### src/rtl/core_ctrl_pkg.sv
// core_ctrl_pkg: shared definitions for the RV32 sequencing controller.
// Holds the architectural state encoding (also used by the bench to detect
// BREAK), the ALU operation select, the instruction field layout, the R-type
// field constants and a helper that classifies an R-type ADD/SUB.
package core_ctrl_pkg;

    // Architectural controller state; the encoding is externally visible.
    typedef enum logic [2:0] {
        RESET     = 3'b000,
        FETCH     = 3'b001,
        DECODE    = 3'b010,
        EXECUTE   = 3'b011,
        WRITEBACK = 3'b100,
        BREAK     = 3'b110,
        ERROR     = 3'b111
    } ctrl_state_t;

    // ALU operation select; 4 bits leaves room for the rest of RV32I.
    typedef enum logic [3:0] {
        ALU_ADD = 4'd0,
        ALU_SUB = 4'd1
    } alu_op_t;

    // Base R-type instruction layout.
    typedef struct packed {
        logic [6:0] funct7;
        logic [4:0] rs2;
        logic [4:0] rs1;
        logic [2:0] funct3;
        logic [4:0] rd;
        logic [6:0] opcode;
    } instruction_t;

    localparam logic [6:0]  OPC_OP     = 7'b0110011;
    localparam logic [2:0]  F3_ADD_SUB = 3'b000;
    localparam logic [6:0]  F7_ADD     = 7'b0000000;
    localparam logic [6:0]  F7_SUB     = 7'b0100000;
    // EBREAK is used as the program terminator.
    localparam logic [31:0] HALT_INSN  = 32'h0010_0073;

    // Returns {valid, alu_op}; valid only for R-type ADD or SUB.
    function automatic logic [4:0] decode_rtype(input instruction_t insn);
        logic [4:0] res;
        res = {1'b0, ALU_ADD};
        if ((insn.opcode == OPC_OP) && (insn.funct3 == F3_ADD_SUB)) begin
            case (insn.funct7)
                F7_ADD:  res = {1'b1, ALU_ADD};
                F7_SUB:  res = {1'b1, ALU_SUB};
                default: res = {1'b0, ALU_ADD};
            endcase
        end else begin
            res = {1'b0, ALU_ADD};
        end
        return res;
    endfunction

endpackage

### src/rtl/core_decode.sv
// core_decode: purely combinational instruction decoder.
// Ports:
//   ir_i         instruction register contents
//   rs1_o/rs2_o  source register indices
//   rd_o         destination register index
//   alu_op_o     ALU select for a valid ADD/SUB (ALU_ADD otherwise)
//   is_halt_o    instruction is the HALT word
//   is_illegal_o instruction is neither HALT nor a supported R-type
module core_decode
    import core_ctrl_pkg::*;
(
    input  instruction_t ir_i,
    output logic [4:0]   rs1_o,
    output logic [4:0]   rs2_o,
    output logic [4:0]   rd_o,
    output alu_op_t      alu_op_o,
    output logic         is_halt_o,
    output logic         is_illegal_o
);

    logic [4:0] rtype_s;
    logic       halt_s;

    assign rtype_s      = decode_rtype(ir_i);
    assign halt_s       = (ir_i == HALT_INSN);
    assign rs1_o        = ir_i.rs1;
    assign rs2_o        = ir_i.rs2;
    assign rd_o         = ir_i.rd;
    assign alu_op_o     = alu_op_t'(rtype_s[3:0]);
    assign is_halt_o    = halt_s;
    assign is_illegal_o = ~halt_s & ~rtype_s[4];

endmodule

### src/rtl/core_ctrl.sv
// core_ctrl: multi-cycle sequencing FSM for the RV32 integer core.
// Fetches one word per instruction, decodes R-type ADD/SUB and HALT, and
// drives register-file and ALU controls. Every output comes from a register.
// Ports:
//   clk, rst             clock; synchronous active-high reset
//   imem_req/addr        fetch request and word address (= pc)
//   imem_ack/rdata       fetch data valid strobe and instruction word
//   rf_raddr1/2, waddr   register-file indices (rs1, rs2, rd)
//   rf_we                one-cycle write strobe in WRITEBACK (never for x0)
//   alu_op               ALU select
//   state, pc, retired   architectural state, pc, retired-instruction count
//   illegal              sticky: undecodable instruction or fetch timeout
module core_ctrl
    import core_ctrl_pkg::*;
#(
    parameter int ADDR_W        = 16,
    parameter int FETCH_TIMEOUT = 255
) (
    input  logic              clk,
    input  logic              rst,
    output logic              imem_req,
    output logic [ADDR_W-1:0] imem_addr,
    input  logic              imem_ack,
    input  instruction_t      imem_rdata,
    output logic [4:0]        rf_raddr1,
    output logic [4:0]        rf_raddr2,
    output logic [4:0]        rf_waddr,
    output logic              rf_we,
    output alu_op_t           alu_op,
    output ctrl_state_t       state,
    output logic [ADDR_W-1:0] pc,
    output logic [31:0]       retired,
    output logic              illegal
);

    localparam int TO_W = (FETCH_TIMEOUT < 2) ? 1 : $clog2(FETCH_TIMEOUT + 1);
    localparam logic [TO_W-1:0]   TO_ONE  = {{(TO_W-1){1'b0}}, 1'b1};
    localparam logic [TO_W-1:0]   TO_LAST = TO_W'(FETCH_TIMEOUT - 1);
    localparam logic [ADDR_W-1:0] PC_ONE  = {{(ADDR_W-1){1'b0}}, 1'b1};

    ctrl_state_t       state_q,     state_d;
    logic [ADDR_W-1:0] pc_q,        pc_d;
    logic [31:0]       retired_q,   retired_d;
    logic              illegal_q,   illegal_d;
    logic              imem_req_q,  imem_req_d;
    logic              rf_we_q,     rf_we_d;
    logic [4:0]        raddr1_q,    raddr1_d;
    logic [4:0]        raddr2_q,    raddr2_d;
    logic [4:0]        waddr_q,     waddr_d;
    alu_op_t           alu_op_q,    alu_op_d;
    instruction_t      ir_q,        ir_d;
    logic [TO_W-1:0]   to_cnt_q,    to_cnt_d;

    logic [4:0]        dec_rs1_s;
    logic [4:0]        dec_rs2_s;
    logic [4:0]        dec_rd_s;
    alu_op_t           dec_alu_op_s;
    logic              dec_halt_s;
    logic              dec_illegal_s;

    core_decode u_decode (
        .ir_i         (ir_q),
        .rs1_o        (dec_rs1_s),
        .rs2_o        (dec_rs2_s),
        .rd_o         (dec_rd_s),
        .alu_op_o     (dec_alu_op_s),
        .is_halt_o    (dec_halt_s),
        .is_illegal_o (dec_illegal_s)
    );

    // Next-state and next-output logic; strobes default low each cycle.
    always_comb begin
        state_d    = state_q;
        pc_d       = pc_q;
        retired_d  = retired_q;
        illegal_d  = illegal_q;
        imem_req_d = 1'b0;
        rf_we_d    = 1'b0;
        raddr1_d   = raddr1_q;
        raddr2_d   = raddr2_q;
        waddr_d    = waddr_q;
        alu_op_d   = alu_op_q;
        ir_d       = ir_q;
        to_cnt_d   = to_cnt_q;

        case (state_q)
            RESET: begin
                state_d    = FETCH;
                imem_req_d = 1'b1;
            end
            FETCH: begin
                if (imem_ack) begin
                    ir_d     = imem_rdata;
                    to_cnt_d = {TO_W{1'b0}};
                    state_d  = DECODE;
                end else if (to_cnt_q == TO_LAST) begin
                    // This unacknowledged cycle is the FETCH_TIMEOUT-th one.
                    to_cnt_d  = to_cnt_q + TO_ONE;
                    illegal_d = 1'b1;
                    state_d   = ERROR;
                end else begin
                    to_cnt_d   = to_cnt_q + TO_ONE;
                    imem_req_d = 1'b1;
                end
            end
            DECODE: begin
                raddr1_d = dec_rs1_s;
                raddr2_d = dec_rs2_s;
                waddr_d  = dec_rd_s;
                if (dec_halt_s) begin
                    state_d = BREAK;
                end else if (dec_illegal_s) begin
                    illegal_d = 1'b1;
                    state_d   = ERROR;
                end else begin
                    alu_op_d = dec_alu_op_s;
                    state_d  = EXECUTE;
                end
            end
            EXECUTE: begin
                // Strobe is registered, so it is armed here and seen in WRITEBACK.
                rf_we_d = (waddr_q != 5'd0);
                state_d = WRITEBACK;
            end
            WRITEBACK: begin
                pc_d       = pc_q + PC_ONE;
                retired_d  = retired_q + 32'd1;
                imem_req_d = 1'b1;
                state_d    = FETCH;
            end
            BREAK: begin
                state_d = BREAK;
            end
            ERROR: begin
                state_d = ERROR;
            end
            default: begin
                // Unused encoding: fail safe.
                illegal_d = 1'b1;
                state_d   = ERROR;
            end
        endcase
    end

    // State and output registers with synchronous reset.
    always_ff @(posedge clk) begin
        if (rst) begin
            state_q    <= RESET;
            pc_q       <= {ADDR_W{1'b0}};
            retired_q  <= 32'd0;
            illegal_q  <= 1'b0;
            imem_req_q <= 1'b0;
            rf_we_q    <= 1'b0;
            raddr1_q   <= 5'd0;
            raddr2_q   <= 5'd0;
            waddr_q    <= 5'd0;
            alu_op_q   <= ALU_ADD;
            ir_q       <= 32'd0;
            to_cnt_q   <= {TO_W{1'b0}};
        end else begin
            state_q    <= state_d;
            pc_q       <= pc_d;
            retired_q  <= retired_d;
            illegal_q  <= illegal_d;
            imem_req_q <= imem_req_d;
            rf_we_q    <= rf_we_d;
            raddr1_q   <= raddr1_d;
            raddr2_q   <= raddr2_d;
            waddr_q    <= waddr_d;
            alu_op_q   <= alu_op_d;
            ir_q       <= ir_d;
            to_cnt_q   <= to_cnt_d;
        end
    end

    assign imem_req  = imem_req_q;
    assign imem_addr = pc_q;
    assign rf_raddr1 = raddr1_q;
    assign rf_raddr2 = raddr2_q;
    assign rf_waddr  = waddr_q;
    assign rf_we     = rf_we_q;
    assign alu_op    = alu_op_q;
    assign state     = state_q;
    assign pc        = pc_q;
    assign retired   = retired_q;
    assign illegal   = illegal_q;

endmodule

### config.mk
export PLATFORM = sky130hd
export DESIGN_NAME = core_ctrl
export DESIGN_NICKNAME = d
export VERILOG_FILES = /design/src/rtl/core_ctrl_pkg.sv /design/src/rtl/core_decode.sv /design/src/rtl/core_ctrl.sv
export SDC_FILE = /design/constraint.sdc
export NUM_CORES = 1
export LEC_CHECK = 0
export BUFFER_PORTS_ARGS = -buffer_cell sky130_fd_sc_hd__buf_2
export CAP_MARGIN = 0
export CORE_MARGIN = 4
export CORE_UTILIZATION = 40
export CTS_CLUSTER_DIAMETER = 60
export DETAILED_ROUTE_END_ITERATION = 10
export PLACE_DENSITY = 0.66
export SLEW_MARGIN = 15
export SYNTH_ARGS = -nofsm -noshare
export SYNTH_HDL_FRONTEND = slang
export SYNTH_SLANG_ARGS = --single-unit
### constraint.sdc
create_clock -name clk -period 4.27 [get_ports clk]
set_clock_uncertainty 0.2 [all_clocks]
set_input_delay 0.854 -clock clk [delete_from_list [all_inputs] [get_ports clk]]
set_output_delay 0.854 -clock clk [all_outputs]
set_load 0.01 [all_outputs]
==> flow_summary.ini, run 1 <==
[global_route]
groute.layer.met2.usage_pct = 26.25
gr-max-usage-layer = met2
global_route.usage.met1_pct = 22.74
globalRoute.totalOverflow = 0
vias_in_the_first_global_route = 4152
grt_usage_pct = 16.77
grt_pass1_wl_um = 19950
grt_antenna_before_repair = 0
grt_max_degree = 110
globalRouteMet3Util_pct = 3.799

[min_path]
whs_path_depth = 2
path_type_of_the_worst_min_delay_path = register to register
worst_hold_startpoint = ir_q[4]$_SDFFE_PP0P_
hold_end = ir_q[4]$_SDFFE_PP0P_

[layout]
finish.instance_area_um2 = 5783
antenna-diode-count = 0
drive_above_1_share_pct = 21.75
final_cells = 853
areaGrowthSynthToFinish_pct = 16.54
nets = 726

[routing]
drc_errors = 0
postRouteAntennaNets = 0
routed_wire_length_per_instance_um = 14.13
iteration_0_drc_markers = 294
route.detailed.vias_per_inst = 5.286
detailedRoute.firstPassIterationCount = 5
num_vias = 4509
drt-total-wl_um = 12050

[power_and_ir_drop]
irDropWorstVdd_v = 0.0002642
seq_power_share_pct = 46.8
internal_power_summed_over_all_cells_uw = 1735
power.leakage_uw = 0.002265
power.combinational.fraction_pct = 19.7
clkPwrFrac_pct = 33.5
total_net_switching_power_uw = 786.4
total_power_uw = 2521
cellPowerDensity_nw_per_um2 = 436.0
switching_share_pct = 31.19

[logic_synthesis]
synthTopCellsByCount = sky130_fd_sc_hd__nand2_1 (117), sky130_fd_sc_hd__dfxtp_1 (110), sky130_fd_sc_hd__a21oi_1 (79)
synth_largest_area_cell = sky130_fd_sc_hd__dfxtp_1
post_synth.cell_area_avg_um2 = 8.257
async_flop_share_pct = 0
synth-edff-count = 0
yosysMostFrequentCell = sky130_fd_sc_hd__nand2_1
area_share_of_the_largest_cell_type_after_synthesis_pct = 44.38
synthesis.yosys.warnings = 0
synth-seq-cells = 110
dominantRegCellSynth = sky130_fd_sc_hd__dfxtp_1
netlist-cell-type-count = 47
seq_area_frac_synth_pct = 44.38
post_syn_instances = 601
post_synth_instance_area_um2 = 4962
netlist_top_cells_area = sky130_fd_sc_hd__dfxtp_1 (44%), sky130_fd_sc_hd__nand2_1 (8.9%), sky130_fd_sc_hd__a21oi_1 (8.0%)

[sta]
max_slew_headroom_at_the_worst_pin_pct = 25.11
timing.final.crit_share_pct = 64.05
final.setup.tns_ns = 0
worst_pin_slew_ns = 1.121
timing_max_transition_violations_final = 0
post_layout_minimum_cycle_time_ns = 2.735
setup_viol = 0
unrepaired_setup_endpoints_after_global_routing = no
timing_hold_violations_final = 0
achievable-frequency_ghz = 0.3656

[clock_network]
cts_repair_resize_count = 0
cts_buffers = 9
cts-root-to-sink-buffers = 2
post-cts-setup-buffer-count = 0
htree_levels = 3
hold_buffers = 0
clock_latency_ns = 0.35
library_cell_used_as_clock_root_buffer = sky130_fd_sc_hd__clkbuf_16
clkTransAtPathRegs_ns = 0.07
cts_sinks = 110
tritoncts_clock_tree = done

[worst_setup_path]
ff_to_ff_end = retired[30]$_SDFFE_PP0N_
cp_slowest_cell = sky130_fd_sc_hd__and2_1
critical_path.cell_chain = and2_1, nand2_2, nor4_1, mux2_2
critPathArrivalTime_ns = 2.78
end_kind = register
r2r-start = state[2]$_SDFFE_PP0N_
critPathKind = register to register
r2r_setup_slack_ns = 1.53
timing.critical_path.slowest_cell_delay_ns = 0.74
worst_r2r_path_depth = 4
critPathMaxFanout = 20
worst-endpoint-required_ns = 4.31
cp_startpoint_kind = register

[place]
io_buffers = 120
numPlacedInstances = 838
hpwlAfterDp_um = 8445
gpl.final_weighted_congestion = 0.7992
placed_cell_area_um2 = 5488

[die]
core_region_area_um2 = 12060
rows = 40
die_area_um2 = 14250
die_height_um = 119.4
horizontal_extent_of_the_die_um = 119.4
io-pin-count = 124
initial_core_util_pct = 41.14

[job]
drv_cap = 0

[run_status]
run_status = completed
cells in the final DEF, fill, tap and decap left out, drive strengths merged, types with 2 or more instances in the layout:
master,count
mux2,3
o32ai,2
nand3,17
o31ai,21
nor3,7
buf,121
nand2,118
o21ai,6
ha,10
inv,13
nand2b,5
or2,2
a21oi,79
xnor2,6
and4,6
conb,3
nor3b,3
nor2b,4
nor4,7
or3,4
a211oi,3
nand4,22
nor2,39
clkbuf,9
dfxtp,110
clkinvlp,2
and3,5
and2,5
nor4b,2
or4,20
nor4bb,2
xor2,19
worst max path at each step:
| stage | to | slack [ns] | cells past startpoint | from |
|---|---|---|---|---|
| 2_1_floorplan | retired[30]$_SDFFE_PP0N_ | 2.20 | 6 | retired[0]$_SDFFE_PP0N_ |
| 6_report | retired[30]$_SDFFE_PP0N_ | 1.53 | 4 | state[2]$_SDFFE_PP0N_ |
| 3_3_place_gp | retired[30]$_SDFFE_PP0N_ | 1.67 | 6 | state[0]$_SDFFE_PP0N_ |
| 5_1_grt | to_cnt_q[7]$_SDFFE_PP0N_ | 1.28 | 6 | state[1]$_SDFFE_PP0N_ |
| 4_1_cts | retired[12]$_SDFFE_PP0N_ | 1.49 | 6 | state[0]$_SDFFE_PP0N_ |
| 3_5_place_dp | retired[31]$_SDFFE_PP0N_ | 1.52 | 6 | state[0]$_SDFFE_PP0N_ |
cell families after synthesis:
group | synth area share (%)
AND/OR/NAND/NOR | 27.76
AO/OA/AOI/OAI | 13.19
flip-flops | 44.38
buffers and inverters | 6.984
XOR/XNOR | 4.413
adder cells (fa/ha/maj) | 2.521
multiplexers | 0.6807
other | 0.07557
worst max-delay path, delay by kind of cell, from the launching register on:
family,cells,cell delay [ns]
simple gates,3,1.38
mux,1,0.37
flops,1,0.66
final cells by class:
type | instances | area, µm²
Clock buffer | 9 | 225.2
Clock inverter | 6 | 70.07
Fill cell | 1188 | 6279
Inverter | 11 | 41.29
Multi-Input combinational cell | 428 | 2424
Sequential cell | 110 | 2202
Tap cell | 168 | 210.2
Timing Repair Buffer | 121 | 610.6
routing by layer:
layer  part of all wire [%]  wire [µm]
met1                     47       5605
met2                     45       5479
met3                    6.6        798
met4                    1.4        170
met5                      0          0
metrics by stage:
step	setup slack (ns)	utilization [%]	hold slack [ns]
2_1_floorplan	2.202	-	0.2312
3_3_place_gp	1.668	45.50	0.2448
3_5_place_dp	1.525	45.50	0.2469
4_1_cts	1.493	47.95	0.2573
5_1_grt	1.275	47.95	0.2795
6_report	1.535	47.95	0.2576
sequential cells by signal, indices dropped and copies added, names as in the netlist:
signal     flops
alu_op         1
ir_q          32
rf_raddr1      5
illegal        1
to_cnt_q       8
imem_req       1
rf_we          1
rf_raddr2      5
rf_waddr       5
state          3
retired       32
imem_addr     16
power by group through the flow:
stage | clock [µW] | combinational, µW | sequential [µW]
floorplan | 0 | 371 | 1190
global placement | 0 | 486 | 1200
detailed placement | 0 | 495 | 1200
CTS | 873 | 499 | 1180
global route | 911 | 561 | 1190
finish | 845 | 496 | 1180
(Power assumes the default switching activity.)
==> inputs of run 2 (changes only) <==
PLACE_DENSITY = 0.68   (was 0.66)
clock period = 2.3 ns   (was 4.27 ns; I/O delays follow)
==> flow_summary.ini, run 2 (synthesis results as in run 1) <==
[run_status]
run_status = completed

[layout]
final_cells = 871
nets = 743
areaGrowthSynthToFinish_pct = 19.97
drive_above_1_share_pct = 24.04
most_common_cell_after_layout_fill_and_taps_aside = sky130_fd_sc_hd__buf_2
most_frequent_cells_in_the_layout = sky130_fd_sc_hd__buf_2 (119), sky130_fd_sc_hd__nand2_1 (117), sky130_fd_sc_hd__dfxtp_1 (110)
antenna-diode-count = 0

[die]
die_height_um = 119.4
rows = 40
horizontal_extent_of_the_die_um = 119.4
core_region_area_um2 = 12060
initial_core_util_pct = 41.14
die_area_um2 = 14250
io-pin-count = 124

[power_and_ir_drop]
total_power_uw = 4767
power.combinational.fraction_pct = 22.2
clkPwrFrac_pct = 32.6
cellPowerDensity_nw_per_um2 = 800.7
internal_power_summed_over_all_cells_uw = 3248
switching_share_pct = 31.85
irDropWorstVdd_v = 0.0004451
seq_power_share_pct = 45.2
total_net_switching_power_uw = 1518
power.leakage_uw = 0.002365

[worst_setup_path]
critPathArrivalTime_ns = 2.23
critPathTopFamily = simple AND/OR/NAND/NOR gates
end_kind = register
critPathMaxFanout = 14
critical_path.cell_chain = inv_1, ha_1, and2_1, buf_4, nand2_2, nor4_2, mux2_2
timing.critical_path.slowest_cell_delay_ns = 0.36
critPathKind = register to register
cp_slowest_cell = sky130_fd_sc_hd__mux2_2
worstPathBufferInverterCount = 2
cp_startpoint_kind = register
worst-endpoint-required_ns = 2.34

[sta]
post_layout_minimum_cycle_time_ns = 2.192
worst_pin_slew_ns = 0.5829
timing_max_transition_violations_final = 0
timing.final.crit_share_pct = 95.29
setup_viol = 0
timing_hold_violations_final = 0
achievable-frequency_ghz = 0.4563
max_slew_headroom_at_the_worst_pin_pct = 61.14

[routing]
route.met3.wl_um = 930
num_vias = 4566
drt-total-wl_um = 12100
iteration_0_drc_markers = 317
route.top_layer_used = met4
drc_errors = 0
postRouteAntennaNets = 0
wl_met1_um = 5426
routed_wire_length_per_instance_um = 13.89
detailedRoute.firstPassIterationCount = 5
met2RoutedLength_um = 5609
route.detailed.vias_per_inst = 5.242

[clock_network]
cts-root-to-sink-buffers = 2
clock_latency_ns = 0.35
htree_levels = 3
cts_sinks = 110
cts_buffers = 9
tritoncts_clock_tree = done
library_cell_used_as_clock_root_buffer = sky130_fd_sc_hd__clkbuf_16
clkTransAtPathRegs_ns = 0.08

[global_route]
globalRoute.totalOverflow = 0
grt_usage_pct = 16.85
grt_antenna_before_repair = 0
grt_pass1_wl_um = 20030
vias_in_the_first_global_route = 4233
grt_max_degree = 55

[place]
hpwlAfterDp_um = 8744
numPlacedInstances = 854
gpl.final_weighted_congestion = 0.7931
io_buffers = 120

[min_path]
path_type_of_the_worst_min_delay_path = input port to register

[job]
drv_cap = 0
-- run 2: cell types whose count changed in the layout (fill, tap and decap cells not counted), sizes merged --
| cell | before | now |
|---|---|---|
| buf | 121 | 138 |
| bufinv | 1 | 0 |
| clkbuf | 9 | 10 |
| clkinv | 1 | 2 |
| clkinvlp | 2 | 1 |
| inv | 13 | 14 |
-- run 2: final cells by class --
type	count	area, µm²
Fill cell	1158	6108
Multi-Input combinational cell	428	2436
Sequential cell	110	2202
Timing Repair Buffer	138	763.2
Clock buffer	10	239.0
Tap cell	168	210.2
Clock inverter	6	61.31
Inverter	11	41.29
-- run 2: routing by layer --
layer / up-vias / track usage [%]
met4: 0 / 5.154
met1: 2120 / 21.86
li1: 2269 / -
met3: 14 / 4.701
met5: - / 0
met2: 163 / 27.27
-- run 2: power groups by stage --
stage / Clock (µW) / Sequential (µW) / Combinational [µW]
after floorplan: 0 / 2210 / 688
after global placement: 0 / 2190 / 1040
after detailed placement: 0 / 2200 / 1060
after CTS: 1600 / 2150 / 1060
after global routing: 1680 / 2170 / 1180
final: 1560 / 2150 / 1060
-- run 2: final timing paths --
| kind | start | end | slack (ns) | depth (start not counted) |
|---|---|---|---|---|
| min | imem_rdata[4] | ir_q[4]$_SDFFE_PP0P_ | 0.13 | 3 |
| min reg2reg | rf_raddr2[0]$_SDFFE_PP0P_ | rf_raddr2[0]$_SDFFE_PP0P_ | 0.26 | 2 |
| max reg2reg | state[0]$_SDFFE_PP0N_ | retired[30]$_SDFFE_PP0N_ | 0.11 | 7 |
| max | state[0]$_SDFFE_PP0N_ | retired[30]$_SDFFE_PP0N_ | 0.11 | 7 |
-- run 2: worst reg2reg max path, delay by kind of cell (launching register included) --
| kind | cells | cell delay (ns) |
|---|---|---|
| buffers and inverters | 2 | 0.33 |
| flip-flops | 1 | 0.31 |
| AND/OR/NAND/NOR | 3 | 0.66 |
| adder cells (fa/ha/maj) | 1 | 0.22 |
| multiplexers | 1 | 0.36 |
-- run 2: per-stage QoR --
step | worst slack, ns | setup TNS (ns) | utilization [%] | hold WS (ns) | area [µm²]
6_report | 0.1083 | 0 | 49.36 | 0.1336 | 5953
3_5_place_dp | 0.1391 | 0 | 46.70 | 0.2462 | 5633
2_1_floorplan | 0.2324 | 0 | - | 0.2312 | 4970
3_3_place_gp | 0.2020 | 0 | 46.70 | 0.2426 | 5633
5_1_grt | -0.03005 | -0.03005 | 49.36 | 0.1265 | 5953
4_1_cts | 0.09656 | 0 | 49.19 | 0.1185 | 5933
-- run 2: what timing repair did --
item                                   CTS  global route
hold buffers                             0             0
resized for setup                        0             2
setup buffers                            0             1
endpoints found under the hold margin    0             0
setup endpoints to repair                0             2
==> inputs of run 3 (changes only) <==
SYNTH_HIERARCHICAL = 1   (was unset)
==> flow_summary.ini, run 3 <==
[min_path]
path_type_of_the_worst_min_delay_path = input port to register
worst_hold_startpoint = imem_rdata[24]
whs_path_depth = 3
hold_end = ir_q[24]$_SDFFE_PP0P_

[routing]
iteration_0_drc_markers = 306
drc_errors = 0
detailedRoute.firstPassIterationCount = 4
postRouteAntennaNets = 0
drt-total-wl_um = 12510
route.detailed.vias_per_inst = 5.078
routed_wire_length_per_instance_um = 13.68
num_vias = 4641

[die]
io-pin-count = 124
die_area_um2 = 14550
horizontal_extent_of_the_die_um = 120.6
initial_core_util_pct = 41.54
die_height_um = 120.6
rows = 40
core_region_area_um2 = 12210

[logic_synthesis]
area_share_of_the_largest_cell_type_after_synthesis_pct = 44.60
netlist_top_cells_area = sky130_fd_sc_hd__dfxtp_1 (45%), sky130_fd_sc_hd__nand2_1 (8.7%), sky130_fd_sc_hd__a21oi_1 (7.3%)
netlist-cell-type-count = 47
async_flop_share_pct = 0
yosysMostFrequentCell = sky130_fd_sc_hd__nand2_1
post_synth_instance_area_um2 = 5072
post_synth.cell_area_avg_um2 = 8.248
post_syn_instances = 615
synthTopCellsByCount = sky130_fd_sc_hd__nand2_1 (118), sky130_fd_sc_hd__dfxtp_1 (113), sky130_fd_sc_hd__a21oi_1 (74)
synthesis.yosys.warnings = 6
synth-edff-count = 0
synth-seq-cells = 113
seq_area_frac_synth_pct = 44.60
dominantRegCellSynth = sky130_fd_sc_hd__dfxtp_1
synth_largest_area_cell = sky130_fd_sc_hd__dfxtp_1

[worst_setup_path]
critPathArrivalTime_ns = 2.41
r2r_setup_slack_ns = -0.02
timing.critical_path.slowest_cell_delay_ns = 0.50
critPathMaxFanout = 3
worst_r2r_path_depth = 8
r2r-start = ir_q[24]$_SDFFE_PP0P_
critical_path.cell_chain = nor4_4, nand4_1, or4b_4, a21o_1, nor3_2, buf_4, mux2i_1, nor2_1
end_kind = register
worst-endpoint-required_ns = 2.39
crit_start = ir_q[24]$_SDFFE_PP0P_
critPathKind = register to register
ff_to_ff_end = alu_op[3]$_SDFFE_PP0P_
cp_startpoint_kind = register
cp_slowest_cell = sky130_fd_sc_hd__or4b_4

[layout]
antenna-diode-count = 0
most_common_cell_after_layout_fill_and_taps_aside = sky130_fd_sc_hd__buf_2
final_cells = 914
finish.utilization_pct = 53.37
areaGrowthSynthToFinish_pct = 28.49
most_frequent_cells_in_the_layout = sky130_fd_sc_hd__buf_2 (122), sky130_fd_sc_hd__nand2_1 (118), sky130_fd_sc_hd__dfxtp_1 (111)
nets = 779
finish.instance_area_um2 = 6518
drive_above_1_share_pct = 28.55

[sta]
timing.final.crit_share_pct = 100.9
timing_max_transition_violations_final = 0
timing_hold_violations_final = 0
worst_slack_ns = -0.02160
unrepaired_setup_endpoints_after_global_routing = yes
achievable-frequency_ghz = 0.4307
post_layout_minimum_cycle_time_ns = 2.322
setup_viol = 3
final_hold_slack_ns = 0.1006

[power_and_ir_drop]
irDropWorstVdd_v = 0.0005477
cellPowerDensity_nw_per_um2 = 904.1
power.leakage_uw = 0.002716
total_power_uw = 5892

[place]
numPlacedInstances = 883
io_buffers = 123
gpl.final_weighted_congestion = 0.8635
placed_cell_area_um2 = 5864
hpwlAfterDp_um = 9129

[global_route]
vias_in_the_first_global_route = 4320
grt_usage_pct = 17.20
grt_max_degree = 42
grt_antenna_before_repair = 0
globalRoute.totalOverflow = 0
grt_pass1_wl_um = 20520

[clock_network]
clock_latency_ns = 0.40
cts_buffers = 17
library_cell_used_as_clock_root_buffer = sky130_fd_sc_hd__clkbuf_16
post-cts-setup-buffer-count = 0
cts_sinks = 113
htree_levels = 4
clkTransAtPathRegs_ns = 0.05
cts-root-to-sink-buffers = 2
tritoncts_clock_tree = done

[run_status]
violated_checks = setup timing
run_status = finished, violations left

[job]
drv_cap = 0
==> run 3: worst max-delay path by stage <==
stage / slack, ns / to / depth (start not counted)
after floorplan: 0.01 / alu_op[0]$_SDFFE_PP0P_ / 7
after global placement: -0.07 / alu_op[3]$_SDFFE_PP0P_ / 8
after detailed placement: -0.1 / alu_op[3]$_SDFFE_PP0P_ / 8
after CTS: -0.08 / alu_op[3]$_SDFFE_PP0P_ / 8
after global routing: -0.15 / alu_op[3]$_SDFFE_PP0P_ / 8
final: -0.02 / alu_op[3]$_SDFFE_PP0P_ / 8
==> run 3: layer usage <==
| metal | vias to the layer above | part of all wire (%) | GRT usage, % |
|---|---|---|---|
| met3 | 12 | 6.4 | 5.753 |
| met4 | 0 | 1.4 | 4.745 |
| met2 | 138 | 47 | 27.94 |
| met1 | 2159 | 45 | 21.88 |
| li1 | 2332 | - | - |
| met5 | - | 0 | 0 |
==> run 3: final cells by class <==
type | instances | area [µm²]
fillers | 1151 | 5694
multi-input cells | 429 | 2459
flip-flops and latches | 113 | 2265
repair buffers | 163 | 943.4
clock buffers | 27 | 533.0
well taps | 168 | 210.2
clock inverters | 4 | 70.07
inverters | 10 | 37.54
==> run 3: metrics by stage <==
stage,worst slack (ns),setup TNS (ns)
2_1_floorplan,0.01260,0
3_3_place_gp,-0.07494,-0.2516
3_5_place_dp,-0.09730,-0.2875
4_1_cts,-0.07730,-0.1929
5_1_grt,-0.1480,-0.5029
6_report,-0.02160,-0.03266
==> run 3: report_power, final <==
part	internal, µW	switching (µW)
clock	1790	831
combinational	450	617
sequential	2100	103
==> run 3: cell families (layout without fill, tap and decap cells) <==
logic type      Yosys count  count (layout)  synth area share, %
xor+xnor                 25              25                4.317
mux                       9               9                1.899
buf+inv                  75             204                8.165
other cells               1               3              0.07393
compound gates          108             108                12.01
flops                   113             113                44.60
fa+ha+maj                10              10                2.467
simple gates            274             274                26.47
==> run 3: worst max-delay path: cells and delay by family (launching register included) <==
kind / cells / cell delay (ns)
flip-flops: 1 / 0.33
multiplexers: 1 / 0.18
buffers and inverters: 1 / 0.17
AND/OR/NAND/NOR: 5 / 1.13
AO/OA/AOI/OAI: 1 / 0.19
==> run 3: what timing repair did <==
| item | CTS | global route |
|---|---|---|
| gates cloned | 0 | 0 |
| hold buffers | 0 | 0 |
| setup endpoints to repair | 5 | 18 |
| pin swaps | 1 | 5 |
| resized for setup | 3 | 8 |
